### config.mk
export PLATFORM = sky130hd
export DESIGN_NAME = control_unit
export DESIGN_NICKNAME = d
export VERILOG_FILES = /design/src/rtl/control_unit.sv
export SDC_FILE = /design/constraint.sdc
export NUM_CORES = 1
export LEC_CHECK = 0
export ABC_AREA = 0
export ABC_CLOCK_PERIOD_IN_PS = 2900
export CAP_MARGIN = 20
export CORE_MARGIN = 2
export CORE_UTILIZATION = 50
export DETAILED_ROUTE_END_ITERATION = 8
export GPL_ROUTABILITY_DRIVEN = 0
export PLACE_DENSITY_LB_ADDON = 0.05
export RECOVER_POWER = 50
export SYNTH_ARGS = -nofsm -noshare
export SYNTH_HDL_FRONTEND = slang
export SYNTH_SLANG_ARGS = --single-unit
### constraint.sdc
create_clock -name clk -period 2.9 [get_ports clk]
set_input_delay 0.58 -clock clk [delete_from_list [all_inputs] [get_ports clk]]
set_output_delay 0.58 -clock clk [all_outputs]
set_load 0.005 [all_outputs]
### src/rtl/control_unit.sv
// Multicycle MIPS-subset control FSM: fetch/decode/execute/writeback with registered Moore outputs.
// Optional macro SHIFT_INSTR_EN enables sll/srl/sra (R funct 0x00/0x02/0x03); otherwise those decode as invalid.
module control_unit #(
  parameter int MEM_WAIT = 1,
  parameter int SP_INIT  = 227
) (
  input  logic       clk,
  input  logic       reset,
  input  logic [5:0] OPCODE,
  input  logic [5:0] FUNCT,
  input  logic       O,
  input  logic       Z,
  input  logic       LT,
  output logic       PC_w,
  output logic       MEM_w,
  output logic       IR_w,
  output logic       BR_w,
  output logic       AB_w,
  output logic       EPC_w,
  output logic       HI_w,
  output logic       LO_w,
  output logic       MDR_w,
  output logic       ALUOut_w,
  output logic [2:0] ALU_op,
  output logic [2:0] Shift_op,
  output logic [1:0] M_SrcA,
  output logic [1:0] M_SrcB,
  output logic [1:0] M_IorD,
  output logic [1:0] M_EXCEPTION,
  output logic [1:0] M_WRITE_REG,
  output logic [2:0] M_WRITE_DATA,
  output logic [1:0] M_PCSource,
  output logic [5:0] state
);

  typedef enum logic [5:0] {
    S_RESET    = 6'd0,  S_SETSP    = 6'd1,  S_FETCH    = 6'd2,  S_FETCH_LD = 6'd3,
    S_DECODE   = 6'd4,  S_R_ALU    = 6'd5,  S_R_WB     = 6'd6,  S_SLT      = 6'd7,
    S_ADDI     = 6'd8,  S_ADDI_WB  = 6'd9,  S_MEM_ADDR = 6'd10, S_LW_WAIT  = 6'd11,
    S_LW_MDR   = 6'd12, S_LW_WB    = 6'd13, S_SW       = 6'd14, S_BEQ      = 6'd15,
    S_BEQ_TAKE = 6'd16, S_JUMP     = 6'd17, S_JAL_SAVE = 6'd18, S_JAL_WR   = 6'd19,
    S_SH_LOAD  = 6'd20, S_SH_DO    = 6'd21, S_SH_WB    = 6'd22, S_INVOP    = 6'd23,
    S_OVF      = 6'd24, S_EXC_RD   = 6'd25, S_EXC_MDR  = 6'd26, S_EXC_PC   = 6'd27
  } state_t;

  typedef struct packed {
    logic       pc_w, mem_w, ir_w, br_w, ab_w, epc_w, hi_w, lo_w, mdr_w, aluout_w;
    logic [2:0] alu_op;
    logic [2:0] shift_op;
    logic [1:0] src_a, src_b, iord, exc, wreg;
    logic [2:0] wdata;
    logic [1:0] pcsrc;
  } ctl_t;

  localparam logic [1:0] WAIT_LAST = 2'(MEM_WAIT - 1);

  state_t     state_q, nxt, dec;
  ctl_t       ctl;
  logic [1:0] cnt;
  logic       exc_ovf;

  // LT is folded into the SLT bit by the datapath; SP_INIT is the constant behind write-data select 110.
  logic unused_ok;
  assign unused_ok = ^{LT, 32'(SP_INIT)};

  // Control word for a state; outputs are registered from the state being entered.
  function automatic ctl_t ctl_for(input state_t s, input logic [5:0] f, input logic ovf);
    ctl_t c;
    c = '0;
    case (s)
      S_SETSP:    begin c.br_w = 1'b1; c.wreg = 2'b11; c.wdata = 3'b110; end
      S_FETCH:    begin c.src_b = 2'b01; c.alu_op = 3'b001; end
      S_FETCH_LD: begin c.src_b = 2'b01; c.alu_op = 3'b001; c.ir_w = 1'b1; c.pc_w = 1'b1; end
      S_DECODE:   begin c.ab_w = 1'b1; c.aluout_w = 1'b1; c.src_b = 2'b11; c.alu_op = 3'b001; end
      S_R_ALU: begin
        c.aluout_w = 1'b1; c.src_a = 2'b01;
        c.alu_op   = (f == 6'h22) ? 3'b010 : (f == 6'h24) ? 3'b011 : 3'b001;
      end
      S_R_WB:     begin c.br_w = 1'b1; c.wreg = 2'b01; c.wdata = 3'b001; end
      S_SLT: begin
        c.alu_op = 3'b111; c.src_a = 2'b01;
        c.br_w = 1'b1; c.wreg = 2'b01; c.wdata = 3'b101;
      end
      S_ADDI, S_MEM_ADDR: begin
        c.aluout_w = 1'b1; c.src_a = 2'b01; c.src_b = 2'b10; c.alu_op = 3'b001;
      end
      S_ADDI_WB:  begin c.br_w = 1'b1; c.wdata = 3'b001; end
      S_LW_WAIT:  c.iord = 2'b01;
      S_LW_MDR:   begin c.mdr_w = 1'b1; c.iord = 2'b01; end
      S_LW_WB:    c.br_w = 1'b1;
      S_SW:       begin c.mem_w = 1'b1; c.iord = 2'b01; end
      S_BEQ:      begin c.src_a = 2'b01; c.alu_op = 3'b010; end
      S_BEQ_TAKE: begin c.pc_w = 1'b1; c.pcsrc = 2'b01; end
      S_JUMP:     begin c.pc_w = 1'b1; c.pcsrc = 2'b10; end
      S_JAL_SAVE: c.aluout_w = 1'b1;
      S_JAL_WR:   begin c.br_w = 1'b1; c.wreg = 2'b10; c.wdata = 3'b001; end
      S_SH_LOAD:  c.shift_op = 3'b001;
      S_SH_DO:    c.shift_op = (f == 6'h00) ? 3'b010 : (f == 6'h02) ? 3'b011 : 3'b100;
      S_SH_WB:    begin c.br_w = 1'b1; c.wreg = 2'b01; c.wdata = 3'b100; end
      S_INVOP, S_OVF: begin
        c.epc_w = 1'b1; c.src_b = 2'b01; c.alu_op = 3'b010;
        c.exc   = (s == S_OVF) ? 2'b01 : 2'b00;
      end
      S_EXC_RD:   begin c.iord = 2'b10; c.exc = {1'b0, ovf}; end
      S_EXC_MDR:  begin c.mdr_w = 1'b1; c.iord = 2'b10; c.exc = {1'b0, ovf}; end
      S_EXC_PC:   begin c.pc_w = 1'b1; c.pcsrc = 2'b11; c.exc = {1'b0, ovf}; end
      default: ;
    endcase
    return c;
  endfunction

  always_comb begin
    dec = S_INVOP;
    case (OPCODE)
      6'h00: begin
        case (FUNCT)
          6'h20, 6'h22, 6'h24: dec = S_R_ALU;
          6'h2A:               dec = S_SLT;
`ifdef SHIFT_INSTR_EN
          6'h00, 6'h02, 6'h03: dec = S_SH_LOAD;
`else
          6'h00:               dec = S_FETCH;
`endif
          default: ;
        endcase
      end
      6'h08:        dec = S_ADDI;
      6'h23, 6'h2B: dec = S_MEM_ADDR;
      6'h04:        dec = S_BEQ;
      6'h02:        dec = S_JUMP;
      6'h03:        dec = S_JAL_SAVE;
      default: ;
    endcase
  end

  always_comb begin
    nxt = state_q;
    case (state_q)
      S_RESET:    nxt = S_SETSP;
      S_FETCH:    if (cnt == WAIT_LAST) nxt = S_FETCH_LD;
      S_FETCH_LD: nxt = S_DECODE;
      S_DECODE:   nxt = dec;
      S_R_ALU:    nxt = (O && FUNCT != 6'h24) ? S_OVF : S_R_WB;
      S_ADDI:     nxt = O ? S_OVF : S_ADDI_WB;
      S_MEM_ADDR: nxt = (OPCODE == 6'h23) ? S_LW_WAIT : S_SW;
      S_LW_WAIT:  if (cnt == WAIT_LAST) nxt = S_LW_MDR;
      S_LW_MDR:   nxt = S_LW_WB;
      S_BEQ:      nxt = Z ? S_BEQ_TAKE : S_FETCH;
      S_JAL_SAVE: nxt = S_JAL_WR;
      S_JAL_WR:   nxt = S_JUMP;
      S_SH_LOAD:  nxt = S_SH_DO;
      S_SH_DO:    nxt = S_SH_WB;
      S_INVOP, S_OVF: nxt = S_EXC_RD;
      S_EXC_RD:   if (cnt == WAIT_LAST) nxt = S_EXC_MDR;
      S_EXC_MDR:  nxt = S_EXC_PC;
      default:    nxt = S_FETCH;
    endcase
  end

  // Only the wait states self-loop, so any state change restarts the wait count.
  always_ff @(posedge clk or posedge reset) begin
    if (reset) begin
      state_q <= S_RESET;
      ctl     <= '0;
      cnt     <= 2'd0;
      exc_ovf <= 1'b0;
    end else begin
      state_q <= nxt;
      ctl     <= ctl_for(nxt, FUNCT, exc_ovf);
      cnt     <= (nxt == state_q) ? cnt + 2'd1 : 2'd0;
      if (nxt == S_OVF)        exc_ovf <= 1'b1;
      else if (nxt == S_INVOP) exc_ovf <= 1'b0;
    end
  end

  assign PC_w         = ctl.pc_w;
  assign MEM_w        = ctl.mem_w;
  assign IR_w         = ctl.ir_w;
  assign BR_w         = ctl.br_w;
  assign AB_w         = ctl.ab_w;
  assign EPC_w        = ctl.epc_w;
  assign HI_w         = ctl.hi_w;
  assign LO_w         = ctl.lo_w;
  assign MDR_w        = ctl.mdr_w;
  assign ALUOut_w     = ctl.aluout_w;
  assign ALU_op       = ctl.alu_op;
  assign Shift_op     = ctl.shift_op;
  assign M_SrcA       = ctl.src_a;
  assign M_SrcB       = ctl.src_b;
  assign M_IorD       = ctl.iord;
  assign M_EXCEPTION  = ctl.exc;
  assign M_WRITE_REG  = ctl.wreg;
  assign M_WRITE_DATA = ctl.wdata;
  assign M_PCSource   = ctl.pcsrc;
  assign state        = state_q;

endmodule

==> impl_summary.log <==
[metrics] status: finished, violations left
[metrics] later-pin clock latency in the skew report: 0.29 ns
[metrics] crit-path leading delay family: simple AND/OR/NAND/NOR gates
[metrics] Hold WC Path Type: flop to flop
[metrics] count of yosys warnings during synthesis: 0
[metrics] largest voltage drop on the vdd net: 0.280 mV
[metrics] CTS-repair resized insts: 0
[metrics] starting DRC count in detailed routing: about 190
[metrics] starting density of the core: 52.8%
[metrics] chip height: about 72 microns
[metrics] Max H-tree Level: 2
[metrics] start-to-end type of the worst setup path: input pin to flop
[metrics] Critical Path RT: 3.09 ns
[metrics] Synth Register Bits: 36
[metrics] number of antenna violations at the first check in global routing: 0
[metrics] dominant cell type by count on the critical path: sky130_fd_sc_hd__or3_1
[metrics] multiplexer fraction of the synthesized cell area: less than 1%
[metrics] cell area after placement: 3150 sq um
[metrics] Total Die Area: 5230 sq um
[metrics] layout net count: 369
[metrics] synthesized cell area: 2330 sq um
[metrics] number of distinct standard cells referenced by the synthesized netlist: between 60 and 70
[metrics] Buffers on Ports: 48
[metrics] Bufs on Longest Clock Path: 2
[metrics] cell-by-cell listing of the critical path: clkdlybuf4s50_1 > nand4b_1 > or3_1 > o211a_1 > or3_1 > nor2_2 > buf_4 > nand2_1 > o31ai_1
[metrics] setup repair bufs after CTS: 0
[metrics] global-route wire length before repair: 10.0 mm
[metrics] Buffers & Inverters on Critical Path: 2
[metrics] detail-routed via count per cell: 5.65
[metrics] EDFF count, synth: 0
[metrics] detailed-placement wirelength estimate: 4.69 mm
[metrics] skew final: 0.00769 ns
[metrics] final critical-path share of the clock period: 94.4%
[metrics] setup repair after global routing missed its margin: no
[metrics] Reg clk slew, reported paths: ~0.08 ns
[metrics] post-synthesis compound-gate area fraction: approximately a fifth
[metrics] fraction of the mapped netlist area in simple logic gates: 30.4%
[metrics] cells after synthesis: between 200 and 300
[metrics] share of the yosys chip area belonging to registers: 38.6%
[metrics] Slew headroom: -27.6%
[metrics] worst-path cell with the longest stage delay: sky130_fd_sc_hd__clkdlybuf4s50_1
[metrics] via count of the first global-routing pass: 2128
[metrics] combinational family with the most area after synthesis: simple AND/OR/NAND/NOR gates
[metrics] Setup-failing EPs final: 0
[metrics] Hold Violations, Final: 0
[metrics] final standard cell area without fillers: ~3300 sq um
[metrics] register area: 901 sq um
[metrics] clock buffer count from CTS: 5
[metrics] biggest fanout along the worst timing path: 4
[metrics] fraction of final layout cells with drive strength greater than 1: 21.6%
[metrics] Congestion Overflow GR: 0
[metrics] horizontal extent of the die: 72.3 microns
[metrics] post-synthesis average cell area: just under 9 sq um
[metrics] detailed-routing iteration count for the pre-antenna-repair pass: 4
[metrics] clock sinks: 36
[metrics] routed wire length: between 6 and 7 mm
[metrics] Worst Setup End Kind: flop
[metrics] Slew @ Worst Pin: ~1.9 ns
[metrics] Power Total: 2.17 mW
[metrics] global-route usage over all layers: 24.7%
[metrics] largest net degree at the start of global routing: 37
[metrics] vias after detailed routing: 2283
[metrics] post-synthesis share of cell area spent on xor and xnor gates: roughly 2.6%
[metrics] TritonCTS clock tree: yes
[metrics] placeable core area: 4410 sq um
[metrics] cell row count: 24
[metrics] static power due to leakage: between 1 and 1.5 nW
[metrics] failing checks: capacitance limit, slew limit
[metrics] wire length per cell after detailed routing: roughly 15 microns
[metrics] area taken by multi-input logic gates: 1320 sq um
[metrics] residual DRC count: 0
[metrics] synthesis-to-layout area growth: 39.9%
[metrics] clock period minus final worst setup slack: around 2.7 ns
[metrics] crit start category: input pin
[metrics] Antenna Violating Nets Remaining: 0
[metrics] critical path's largest stage delay: 0.46 ns
[metrics] crit path DAT: 2.93 ns
[metrics] highest clock rate: 0.365 GHz
[metrics] worst setup slack before clock tree synthesis: -0.122 ns
[metrics] clock tree root driver cell: sky130_fd_sc_hd__clkbuf_8
[metrics] number of inserted diodes: 0
[metrics] setup slack of the critical path after layout: ~0.16 ns
[metrics] number of hold buffers added after cts: 0
[metrics] number of fill cells in the layout: roughly 370
[metrics] final count of pins violating max slew: 37
[metrics] number of maximum-capacitance constraint violations: 1
[metrics] Synth async-reset ratio: 100%
[metrics] number of placed I/O pins: 54
[metrics] Main synth FF type: sky130_fd_sc_hd__dfrtp_1
[metrics] post-synthesis adder-cell area fraction: 0.536%
[metrics] power density of the placed cells: ~670 nW/um^2
[kinds of logic after synthesis]
kind of cell | Yosys count
compound gates | 64
buf+inv | 32
xor+xnor | 7
fa+ha+maj | 1
flops | 36
other cells | 1
mux | 1
simple gates | 119
[worst paths after layout]
| path | from | to | slack [ns] | cells past startpoint |
|---|---|---|---|---|
| worst max register to register | state[4] | cnt[0] | 0.19 | 8 |
| worst max-delay path | OPCODE[2] | M_SrcB[1] | 0.16 | 9 |
| min in group asynchronous | reset | M_WRITE_DATA[1] | 1.27 | 3 |
| max in group asynchronous | reset | M_EXCEPTION[0] | 0.53 | 3 |
| worst min register to register | cnt[0] | cnt[0] | 0.44 | 1 |
| worst min-delay path | cnt[0] | cnt[0] | 0.44 | 1 |
[worst register-to-register path: cells and delay by family, from the launching register on]
| kind | cells | cell delay [ns] |
|---|---|---|
| and+or+nand+nor | 5 | 1.23 |
| buffers and inverters | 1 | 0.29 |
| AOI/OAI and AO/OA | 2 | 0.49 |
| DFF | 1 | 0.60 |
[registers in the layout, summed over array words and instances (netlist names)]
signal	count
state	6
ALU_op	3
M_WRITE_DATA	3
Shift_op	3
M_IorD	2
M_PCSource	2
M_SrcB	2
M_WRITE_REG	2
cnt	2
AB_w	1
ALUOut_w	1
BR_w	1
EPC_w	1
IR_w	1
MDR_w	1
MEM_w	1
M_EXCEPTION	1
M_SrcA	1
PC_w	1
exc_ovf	1
[report_power, final]
group	internal [mW]	switching (mW)	total (mW)
Combinational	0.566	0.519	1.08
Clock	0.167	0.190	0.358
Sequential	0.608	0.119	0.727
[layout make-up]
type                       count  area share [%]
multi-input combinational    197            40.4
tap                           52            1.99
inverter                      15            1.73
clock buffer                   5            2.11
sequential                    36            27.6
clock inverter                 3           0.575
timing repair buffer          96            25.5
[cell usage after synthesis, drive strengths merged (5+ instances only)]
master  instances  area (sq um)
o21ai          14          70.1
nand3          11          55.1
a31oi           5          31.3
nor3           13          76.3
nor4            6          43.8
or3             6          37.5
a21oi           8          43.8
nor2           18          70.1
or4             5          41.3
nand4           5          31.3
inv            15          56.3
nor2b          11          68.8
dfrtp          36           901
buf            13          88.8
nand2          16          62.6
[layer usage]
metal	vias up	GRT usage [%]	part of all wire [%]
met3	6	4.44	6.0
met5	-	0	0
met4	0	5.87	0.67
li1	1137	-	-
met1	1069	33.2	43
met2	71	41.6	50
[cells in the final DEF, fill, tap and decap left out, types with 3 or more instances in the layout]
| cell | Yosys | layout |
|---|---|---|
| sky130_fd_sc_hd__o21ai_1 | 2 | 3 |
| sky130_fd_sc_hd__o21ai_0 | 12 | 11 |
| sky130_fd_sc_hd__or3_1 | 6 | 6 |
| sky130_fd_sc_hd__nor4_1 | 5 | 4 |
| sky130_fd_sc_hd__nor2b_1 | 11 | 11 |
| sky130_fd_sc_hd__a21o_1 | 4 | 4 |
| sky130_fd_sc_hd__xnor2_1 | 4 | 4 |
| sky130_fd_sc_hd__dlygate4sd3_1 | 0 | 8 |
| sky130_fd_sc_hd__nor2_1 | 17 | 17 |
| sky130_fd_sc_hd__nand2_1 | 15 | 15 |
| sky130_fd_sc_hd__nor3_1 | 12 | 11 |
| sky130_fd_sc_hd__o21bai_1 | 3 | 3 |
| sky130_fd_sc_hd__conb_1 | 1 | 5 |
| sky130_fd_sc_hd__clkdlybuf4s50_1 | 0 | 40 |
| sky130_fd_sc_hd__o31ai_1 | 3 | 3 |
| sky130_fd_sc_hd__dfrtp_1 | 36 | 36 |
| sky130_fd_sc_hd__xor2_1 | 3 | 3 |
| sky130_fd_sc_hd__clkbuf_8 | 0 | 5 |
| sky130_fd_sc_hd__nor3b_1 | 3 | 3 |
| sky130_fd_sc_hd__nand3_1 | 11 | 11 |
| sky130_fd_sc_hd__nand4_1 | 5 | 5 |
| sky130_fd_sc_hd__and2_1 | 4 | 3 |
| sky130_fd_sc_hd__a21oi_1 | 7 | 7 |
| sky130_fd_sc_hd__nand2b_1 | 3 | 3 |
| sky130_fd_sc_hd__a31o_2 | 3 | 3 |
| sky130_fd_sc_hd__or4_1 | 4 | 4 |
| sky130_fd_sc_hd__nand3b_1 | 3 | 3 |
| sky130_fd_sc_hd__inv_1 | 14 | 14 |
| sky130_fd_sc_hd__a31oi_1 | 5 | 5 |
| sky130_fd_sc_hd__buf_4 | 7 | 46 |
[stage by stage]
step,instances,hold slack (ns),util (%),TNS (ns)
3_3_place_gp,396,0.422,71.3,-0.769
2_1_floorplan,265,0.408,-,0
6_report,404,0.438,73.9,0
4_1_cts,404,0.441,73.3,0
3_5_place_dp,396,0.428,71.3,-1.25
5_1_grt,404,0.465,73.9,0
Power figures use the tool's default switching activity.
